==> config.mk <==
export PLATFORM = sky130hd
export DESIGN_NAME = iodelay_tap_sequencer
export DESIGN_NICKNAME = d
export VERILOG_FILES = /design/src/rtl/iodelay_ctrl_pkg.sv /design/src/rtl/bsg_sync_sync.sv /design/src/rtl/iodelay_tap_sequencer.sv
export SDC_FILE = /design/constraint.sdc
export NUM_CORES = 1
export LEC_CHECK = 0
export CORE_MARGIN = 2
export CORE_UTILIZATION = 53
export CTS_CLUSTER_SIZE = 16
export DETAILED_ROUTE_END_ITERATION = 10
export PLACE_DENSITY_LB_ADDON = 0.25
export SYNTH_ARGS = -nofsm -noshare
export SYNTH_HDL_FRONTEND = slang
export SYNTH_HIERARCHICAL = 1
export SYNTH_SLANG_ARGS = --single-unit
==> constraint.sdc <==
create_clock -name clk_i -period 5 [get_ports clk_i]
set_clock_uncertainty 0.2 [all_clocks]
set_input_delay 1 -clock clk_i [delete_from_list [all_inputs] [get_ports clk_i]]
set_output_delay 1 -clock clk_i [all_outputs]
set_load 0.01 [all_outputs]
==> src/rtl/iodelay_ctrl_pkg.sv <==
// Purpose: shared IDELAYE2 constants and tap-sequencer state encoding.
// Latency: n/a (declarations only).
// Backpressure: n/a.
package iodelay_ctrl_pkg;

  // CNTVALUEIN/CNTVALUEOUT width of an IDELAYE2 and its largest tap.
  localparam int idelay_tap_width_lp = 5;
  localparam int idelay_max_tap_lp   = 31;

  typedef enum logic [2:0] {
    WAIT_RDY,
    LOAD,
    SETTLE,
    CHECK,
    IDLE
  } seq_state_e;

endpackage

==> src/rtl/bsg_sync_sync.sv <==
// Purpose: two-flop synchronizer for slow level signals crossing into clk_i.
// Latency: 2 clk_i cycles.
// Backpressure: none; the output simply follows the input.
// Ports: clk_i/reset_n_i destination clock and async active-low reset,
//        data_i asynchronous input, data_o synchronized copy (reset to 0).
module bsg_sync_sync #(
  parameter int width_p = 1
) (
  input  logic               clk_i,
  input  logic               reset_n_i,
  input  logic [width_p-1:0] data_i,
  output logic [width_p-1:0] data_o
);

  logic [width_p-1:0] meta_r;
  logic [width_p-1:0] sync_r;

  always_ff @(posedge clk_i or negedge reset_n_i) begin
    if (!reset_n_i) begin
      meta_r <= '0;
      sync_r <= '0;
    end else begin
      meta_r <= data_i;
      sync_r <= meta_r;
    end
  end

  assign data_o = sync_r;

endmodule

==> src/rtl/iodelay_tap_sequencer.sv <==
// Purpose: loads and read-back-verifies IDELAYE2 taps (VAR_LOAD) once IDELAYCTRL is ready, then serves runtime tap updates.
// Latency: update handshake to ld_o 1 cycle; to tap_r_o/cfg_ready_o 2+settle_cycles_p cycles per load attempt.
// Backpressure: cfg_ready_o is high only while idle with RDY present; one update is in flight at a time.
// Ports: clk_i/reset_n_i IDELAYE2 C clock and async active-low reset; idelayctrl_rdy_i raw RDY;
//        cfg_v_i/cfg_lane_i/cfg_tap_i/cfg_ready_o update port; ld_o/cntvaluein_o/cntvalueout_i IDELAYE2 side;
//        tap_r_o verified taps; done_o operational; error_o sticky failure flag.
module iodelay_tap_sequencer
  import iodelay_ctrl_pkg::*;
#(
  parameter int lanes_p         = 5,
  parameter int tap_width_p     = idelay_tap_width_lp,
  parameter int init_tap_p      = 0,
  parameter int settle_cycles_p = 4,
  parameter int max_retry_p     = 3
) (
  input  logic                           clk_i,
  input  logic                           reset_n_i,
  input  logic                           idelayctrl_rdy_i,
  input  logic                           cfg_v_i,
  input  logic [$clog2(lanes_p)-1:0]     cfg_lane_i,
  input  logic [tap_width_p-1:0]         cfg_tap_i,
  output logic                           cfg_ready_o,
  output logic [lanes_p-1:0]             ld_o,
  output logic [tap_width_p-1:0]         cntvaluein_o,
  input  logic [lanes_p*tap_width_p-1:0] cntvalueout_i,
  output logic [lanes_p*tap_width_p-1:0] tap_r_o,
  output logic                           done_o,
  output logic                           error_o
);

  localparam int lane_w_lp   = $clog2(lanes_p);
  localparam int settle_w_lp = (settle_cycles_p > 1) ? $clog2(settle_cycles_p) : 1;
  localparam int retry_w_lp  = (max_retry_p > 0) ? $clog2(max_retry_p + 1) : 1;

  localparam logic [lane_w_lp-1:0]   last_lane_lp  = lane_w_lp'(lanes_p - 1);
  localparam logic [lane_w_lp:0]     lane_cnt_lp   = (lane_w_lp + 1)'(lanes_p);
  localparam logic [settle_w_lp-1:0] settle_end_lp = settle_w_lp'(settle_cycles_p - 1);
  localparam logic [retry_w_lp-1:0]  retry_max_lp  = retry_w_lp'(max_retry_p);
  localparam logic [tap_width_p-1:0] init_tap_lp   = tap_width_p'(init_tap_p);

  logic rdy_sync;

  seq_state_e                             state_r, state_n;
  logic [lane_w_lp-1:0]                   lane_r, lane_n;
  logic [tap_width_p-1:0]                 target_r, target_n;
  logic [settle_w_lp-1:0]                 settle_r, settle_n;
  logic [retry_w_lp-1:0]                  retry_r, retry_n;
  logic                                   init_r, init_n;
  logic                                   done_r, done_n;
  logic                                   error_r, error_n;
  logic [tap_width_p-1:0]                 cntval_r;
  logic [lanes_p-1:0][tap_width_p-1:0]    tap_r;
  logic [lanes_p-1:0][tap_width_p-1:0]    cntout_w;
  logic                                   tap_we;
  logic                                   advance;

  bsg_sync_sync #(.width_p(1)) rdy_sync_inst (
    .clk_i    (clk_i),
    .reset_n_i(reset_n_i),
    .data_i   (idelayctrl_rdy_i),
    .data_o   (rdy_sync)
  );

  assign cntout_w = cntvalueout_i;

  always_comb begin
    state_n     = state_r;
    lane_n      = lane_r;
    target_n    = target_r;
    settle_n    = settle_r;
    retry_n     = retry_r;
    init_n      = init_r;
    done_n      = done_r;
    error_n     = error_r;
    tap_we      = 1'b0;
    advance     = 1'b0;
    ld_o        = '0;
    cfg_ready_o = 1'b0;

    // Losing RDY outranks everything: no LD or handshake is offered in that
    // cycle, and the pending load is abandoned without touching tap_r.
    if ((state_r != WAIT_RDY) && !rdy_sync) begin
      state_n = WAIT_RDY;
      done_n  = 1'b0;
      retry_n = '0;
    end else begin
      case (state_r)
        WAIT_RDY: begin
          if (rdy_sync) begin
            // Init pass replays the stored taps, so a RDY drop restores the
            // last verified settings.
            lane_n   = '0;
            target_n = tap_r[0];
            init_n   = 1'b1;
            state_n  = LOAD;
          end
        end
        LOAD: begin
          ld_o[lane_r] = 1'b1;
          settle_n     = '0;
          state_n      = SETTLE;
        end
        SETTLE: begin
          if (settle_r == settle_end_lp) state_n = CHECK;
          else                           settle_n = settle_r + 1'b1;
        end
        CHECK: begin
          if (cntout_w[lane_r] == target_r) begin
            tap_we  = 1'b1;
            retry_n = '0;
            advance = 1'b1;
          end else if (retry_r < retry_max_lp) begin
            retry_n = retry_r + 1'b1;
            state_n = LOAD;
          end else begin
            error_n = 1'b1;
            retry_n = '0;
            advance = 1'b1;
          end
          if (advance) begin
            if (init_r && (lane_r != last_lane_lp)) begin
              lane_n   = lane_r + 1'b1;
              target_n = tap_r[lane_n];
              state_n  = LOAD;
            end else begin
              init_n  = 1'b0;
              done_n  = 1'b1;
              state_n = IDLE;
            end
          end
        end
        IDLE: begin
          cfg_ready_o = 1'b1;
          if (cfg_v_i) begin
            if ({1'b0, cfg_lane_i} < lane_cnt_lp) begin
              lane_n   = cfg_lane_i;
              target_n = cfg_tap_i;
              state_n  = LOAD;
            end else begin
              // Bad lane: consume the request so the port cannot wedge.
              error_n = 1'b1;
            end
          end
        end
        default: state_n = WAIT_RDY;
      endcase
    end
  end

  always_ff @(posedge clk_i or negedge reset_n_i) begin
    if (!reset_n_i) begin
      state_r  <= WAIT_RDY;
      lane_r   <= '0;
      target_r <= '0;
      settle_r <= '0;
      retry_r  <= '0;
      init_r   <= 1'b0;
      done_r   <= 1'b0;
      error_r  <= 1'b0;
      cntval_r <= '0;
      tap_r    <= {lanes_p{init_tap_lp}};
    end else begin
      state_r  <= state_n;
      lane_r   <= lane_n;
      target_r <= target_n;
      settle_r <= settle_n;
      retry_r  <= retry_n;
      init_r   <= init_n;
      done_r   <= done_n;
      error_r  <= error_n;
      // CNTVALUEIN is set up on LOAD entry so it is stable while LD is high.
      if (state_n == LOAD) cntval_r <= target_n;
      if (tap_we)          tap_r[lane_r] <= target_r;
    end
  end

  assign cntvaluein_o = cntval_r;
  assign tap_r_o      = tap_r;
  assign done_o       = done_r;
  assign error_o      = error_r;

endmodule
==> Word-level counts from Yosys, hierarchy flattened <==
Cells that the tools add are included.
{ "op_classes": {"n_addsub": 3, "order_cmp": 5, "eq_ne": 19, "n_mux": 62, "bitwise_logic": 1, "reduce_logical": 17} }
{ "op_table": {"columns": ["op", "count"], "rows": [
  ["$mux 5", 11],
  ["$mux 3", 14],
  ["$bmux 5 s3", 2],
  ["$bwmux 25", 1],
  ["$mux 1", 21],
  ["$ne 2x2->1 const B", 10],
  ["$demux 5 s3", 1],
  ["$pmux 3 s5", 1],
  ["$pmux 5 s3", 1],
  ["$mux 2", 5],
  ["$reduce_bool 2->1", 5],
  ["$pmux 3 s3", 1],
  ["$lt 3x4->1 const B", 2],
  ["$reduce_and 7->1", 1],
  ["$eq 3x1->1 const B", 2],
  ["$eq 3x2->1 const B", 2],
  ["$reduce_and 3->1", 2],
  ["$reduce_and 6->1", 1],
  ["$reduce_bool 3->1", 2],
  ["$eq 5x5->1", 1],
  ["$reduce_and 5->1", 1],
  ["$add 2x1->2 const B", 2],
  ["$pmux 1 s2", 2],
  ["$pmux 2 s2", 1],
  ["13 further kinds", 15]
]} }
{ "totals": {"ff_bits": 50, "input_bits": 37, "output_inout_bits": 38, "elab_cells": 123} }

==> Logic depth before layout (Yosys ltp) <==
{ "logic_depth": {"word_depth": 10, "ltp_mapped": 12, "ltp_nobuf": 9} }

==> Modules after synthesis <==
The synthesis kept the hierarchy.
{ "by_module_without_submodules": {"columns": ["module", "n_inst", "cells_each", "area_per_inst_um2", "seq_area_each_um2"], "rows": [
  ["iodelay_tap_sequencer", 1, 304, 3111.7, 1201.2],
  ["bsg_sync_sync", 1, 2, 50.0, 50.0]
]} }

==> Worst setup path before layout <==
No wires, ideal clock.
{ "synth_timing": {"kind": "input -> register", "startpoint": "input cntvalueout_i[16]", "endpoint": "register tap_r, in the netlist tap_r_o[10]", "setup_time_ps": 125, "t_arrival_ps": 2957, "required_time_ps": 4675, "path_slack_ps": 1719, "path_stages": 7, "n_path_buf": 0, "cell_sequence": "mux4_2 -> mux2i_1 -> xor2_1 -> o211ai_2 -> nor4_4 -> nor3b_4 -> mux2_2"} }
{ "synth_via": {"elab_chain_cells": 6} }
{ "synth_rtl": {"columns": ["item", "line_no", "text"], "rows": [
  ["from (decl)", "iodelay_tap_sequencer.sv:25", "input logic [lanes_p*tap_width_p-1:0] cntvalueout_i,"],
  ["$bmux 5 s3", "iodelay_tap_sequencer.sv:108", "if (cntout_w[lane_r] == target_r) begin"],
  ["$mux 5 (implied by the code)", "iodelay_tap_sequencer.sv:108", null],
  ["$eq 5x5->1", "iodelay_tap_sequencer.sv:108", null],
  ["$mux 1", "iodelay_tap_sequencer.sv:108", null],
  ["$mux 1", "iodelay_tap_sequencer.sv:87", "case (state_r)"],
  ["$mux 1", "iodelay_tap_sequencer.sv:82", "if ((state_r != WAIT_RDY) && !rdy_sync) begin"],
  ["to (signal assigned)", "iodelay_tap_sequencer.sv:161", "tap_r <= {lanes_p{init_tap_lp}};"],
  ["to (signal, indexed assignment)", "iodelay_tap_sequencer.sv:173", "if (tap_we) tap_r[lane_r] <= target_r;"],
  ["to (decl)", "iodelay_tap_sequencer.sv:52", "logic [lanes_p-1:0][tap_width_p-1:0] tap_r;"]
]} }
Every way passes these cells. The select of a mux whose other input is x is not followed.
A chain may end at the register's enable or synchronous reset.

==> Worst setup path after layout <==
{ "layout_timing": {"startpoint": "register lane_r[1]", "endpoint": "register cntval_r[1], in the netlist cntvaluein_o[1]"} }
{ "layout_via": {"word_cells_on_any_way": 21, "cone_classes": "add/sub: 1; eq/ne: 3; mux: 16; reduce/logical: 1"} }
{ "layout_rtl": {"columns": ["item", "line_no", "text"], "rows": [
  ["from (decl)", "iodelay_tap_sequencer.sv:44", "logic [lane_w_lp-1:0] lane_r, lane_n;"],
  ["from (signal assigned)", "iodelay_tap_sequencer.sv:164", "lane_r <= lane_n;"],
  ["$bmux 5 s3", "iodelay_tap_sequencer.sv:108", null],
  ["$mux 5 (implied by the code)", "iodelay_tap_sequencer.sv:108", null],
  ["$eq 5x5->1", "iodelay_tap_sequencer.sv:108", null],
  ["$mux 1", "iodelay_tap_sequencer.sv:108", null],
  ["$mux 1", "iodelay_tap_sequencer.sv:87", null],
  ["$mux 1", "iodelay_tap_sequencer.sv:82", null],
  ["$mux 5 (*)", "iodelay_tap_sequencer.sv:120", "if (advance) begin"],
  ["$pmux 5 s3 (*)", "iodelay_tap_sequencer.sv:87", null],
  ["$mux 5 (*)", "iodelay_tap_sequencer.sv:82", null],
  ["via target_n[1]", "iodelay_tap_sequencer.sv:45", "logic [tap_width_p-1:0] target_r, target_n;"],
  ["to (signal assigned)", "iodelay_tap_sequencer.sv:172", "if (state_n == LOAD) cntval_r <= target_n;"],
  ["to (decl)", "iodelay_tap_sequencer.sv:51", "logic [tap_width_p-1:0] cntval_r;"]
]} }
The timed path passes the listed nets; every way through them passes the cells marked *. The select of a mux whose other input is x is not followed.

==> out/metrics.yaml <==
final_layout:
  n_fill_cell: 441
  final_area_mm2: 0.00398
  multi_input_area_mm2: 0.00178
  area.sequential_mm2: 0.00125
  antenna_cells: 0
  nNetsFinal: 406
  drive_gt1_share_pct: 15.6
  syn_to_final_growth_pct: 25.8
worst_hold_path:
  hold_end: "rdy_sync_inst/data_o"
  hold_path_class: "flip-flop to flip-flop"
  min_from: "rdy_sync_inst/meta_r"
  min_path_cells: 0
pwr:
  pwr_density_cell_mw_per_mm2: 313
  ir_drop_mv: 0.182
  p_leak_nw: 1.65
global_routing:
  antenna_found_initial: 0
  globalRoute.busiestLayer: "met2"
  grt.met1_usage_pct: 35.8
  gr-total-overflow: 0
  use_met2_pct: 40.4
  grt_max_degree: 51
  groute.usage.overall_pct: 25.7
  grt_use_met3_pct: 4.89
  grt_first_pass_wirelength_mm: 13.0
  first_global_vias: 2632
clock_network:
  cts_setup_buffers: 0
  htreeDepth: 2
  clockBufferDepth: 2
  cts_tree: "yes"
  numCtsBuffers: 5
  cts_resized: 0
  cts-root-buf: "clkbuf_8"
  path_clk_slew_ns: 0.10
  insertion_delay_ns: 0.31
  cts_sinks: 50
  hold_buffers: 0
yosys:
  yosysTopAreaCellShare_pct: 39.6
  syn_avg_cell_area_um2: 10.3
  ys_seq_elements: 50
  synth_edf_count: 0
  synth_area_leader_cell: "dfrtp_1"
  async_flop_share_pct: 100
  synth.yosys.seq_area_share_pct: 39.6
  synthTopCellsByArea: "dfrtp_1, mux2_2, mux4_2"
  netlist_area_mm2: 0.00316
  postSynthCellCount: 306
  ys_warn_count: 6
  synth_cell_types: 58
  synth-main-ff-cell: "dfrtp_1"
  syn-num-nets: 347
critical_path:
  r2r_end: "cntvaluein_o[1]"
  worst_setup_path_end_kind: "flip-flop"
  ff2ff_path_depth: 9
  path_class: "flip-flop to flip-flop"
  required_ns: 5.00
  worstPathMaxFanout: 20
  reg2reg_from: "lane_r[1]"
  cp_slowest_cell: "dfrtp_1"
  critPathMaxStageDelay_ns: 0.85
  cp_num_buf_inv: 1
  crit_family: "compound AO/OA/AOI/OAI gates"
  worstPathArrival_ns: 3.81
  crit_chain: "inv_1, ha_1, a21boi_0, nor2_1, a31oi_1, or3b_2, o21ai_0, a211oi_1, mux2_4"
  startpoint_type: "flip-flop"
  reg2reg_slack_ns: 1.20
timing:
  worst_pin_slew_ns: 0.790
  period_share_pct: 76.1
  rsz0062_at_grt: "no"
  drv_slew: 0
  tns_ns: 0
  slew_headroom_pct: 47.3
  max_freq_ghz: 0.263
  setup_viol: 0
  finalHoldViolCount: 0
  worst_slack_ns: 1.20
  fin_crit_ns: 3.80
placed_design:
  hpwl_mm: 6.11
  dp_slack_ns: 0.997
  gp_congestion: 0.937
  port_buffers: 74
  dpl-instance-area_mm2: 0.00389
detailed_routing:
  drtIter0Drc: 176
  num_vias: 2657
  wl_per_cell_um: 18.6
  via_per_inst: 6.04
  drt_wl_total_mm: 8.18
  ant_nets: 0
  drc: 0
  dr.pass1.iters: 4
die:
  row_count: 28
  io_pins: 75
  fp.dieArea_mm2: 0.00660
  coreArea_mm2: 0.00585
  initial_utilization_pct: 54.0
  die_y_um: 81.2
  dieWidth_um: 81.2
status:
  outcome: "finished, final reports clean"
job:
  max_cap_viol_count: 0
## cell type report
class | count | area share, %
multi-input combinational | 225 | 44.7
inverter | 8 | 0.755
tap | 75 | 2.36
sequential | 50 | 31.4
timing repair buffer | 75 | 18.7
clock inverter | 2 | 0.377
clock buffer | 5 | 1.73
## state kept, by name, summed over array words and instances, names as in the netlist, 2 cells and up
| signal | flops |
|---|---|
| settle_r | 2 |
| tap_r_o | 25 |
| lane_r | 3 |
| state_r | 3 |
| target_r | 5 |
| cntvaluein_o | 5 |
| retry_r | 2 |
## synth_stat cells, types with 2 or more instances
master     number
or3_1           2
and4_1          2
inv_1           8
a22o_1          7
ha_1            4
nor3_1          7
o21ai_0        10
or4bb_1         2
nor2b_1         4
xor2_2          2
a21oi_1        17
a21o_1          3
nand3_1        10
a2111oi_0       2
mux2i_1        14
a31oi_1         7
xnor2_1         2
nand2b_1        2
mux2_2         28
and2_1          3
mux4_2          7
nor3b_1         4
clkbuf_1       16
dfrtp_1        50
o31ai_1         4
nand2_1        21
buf_2           5
a211oi_2        2
a21boi_0        2
o221ai_1        2
nor2_1         28
xor2_1          3
## report_power, final
group	internal, mW	switching, mW
clock	0.0959	0.143
sequential	0.450	0.0834
combinational	0.222	0.251
total	0.768	0.477
## worst max path at each step
stage | to | depth (start not counted) | startpoint | slack (ns)
after global routing | cntvaluein_o[1] | 9 | lane_r[1] | 0.97
after floorplan | tap_r_o[10] | 7 | cntvalueout_i[16] | 1.72
after CTS | cntvaluein_o[1] | 9 | lane_r[1] | 1.24
final | cntvaluein_o[1] | 9 | lane_r[1] | 1.20
after global placement | tap_r_o[19] | 8 | cntvalueout_i[11] | 1.10
after detailed placement | tap_r_o[14] | 8 | cntvalueout_i[16] | 1.0
## per-layer routing
metal  wire (um)  part of all wire [%]  vias to the layer above
li1            -                     -                     1239
met1        3590                    44                     1289
met2        3850                    47                      117
met3         600                   7.3                       12
met4         144                   1.8                        0
met5           0                     0                        -
## through the flow
step           hold WS (ns)  std cells  util, %  power, mW
4_1_cts               0.158        440     68.0       1.24
5_1_grt               0.164        440     68.0       1.32
6_report              0.156        440     68.0       1.25
2_1_floorplan         0.131        306        -      0.852
3_5_place_dp          0.138        433     66.6       1.01
3_3_place_gp          0.134        433     66.6      0.997
## logic make-up (layout without fill, tap and decap cells)
group	Yosys count	in the layout	synth area share [%]
AND/OR/NAND/NOR	95	95	16.1
AO/OA/AOI/OAI	69	69	16.2
multiplexers	50	50	19.9
flip-flops	50	50	39.6
buffers and inverters	31	90	4.23
XOR/XNOR	7	7	2.41
adder cells (fa/ha/maj)	4	4	1.58
## layout by cell type, fill, tap and decap left out, types with 5 or more instances in the layout
cell	netlist	routed
clkdlybuf4s50_1	0	73
dfrtp_1	50	50
nor2_1	28	28
mux2_2	28	28
nand2_1	21	21
a21oi_1	17	17
mux2i_1	14	14
o21ai_0	10	10
nand3_1	10	10
inv_1	8	8
mux4_2	7	7
nor3_1	7	7
a22o_1	7	7
a31oi_1	7	7
clkbuf_8	0	5
No activity file was read; power rests on OpenSTA's default activity.
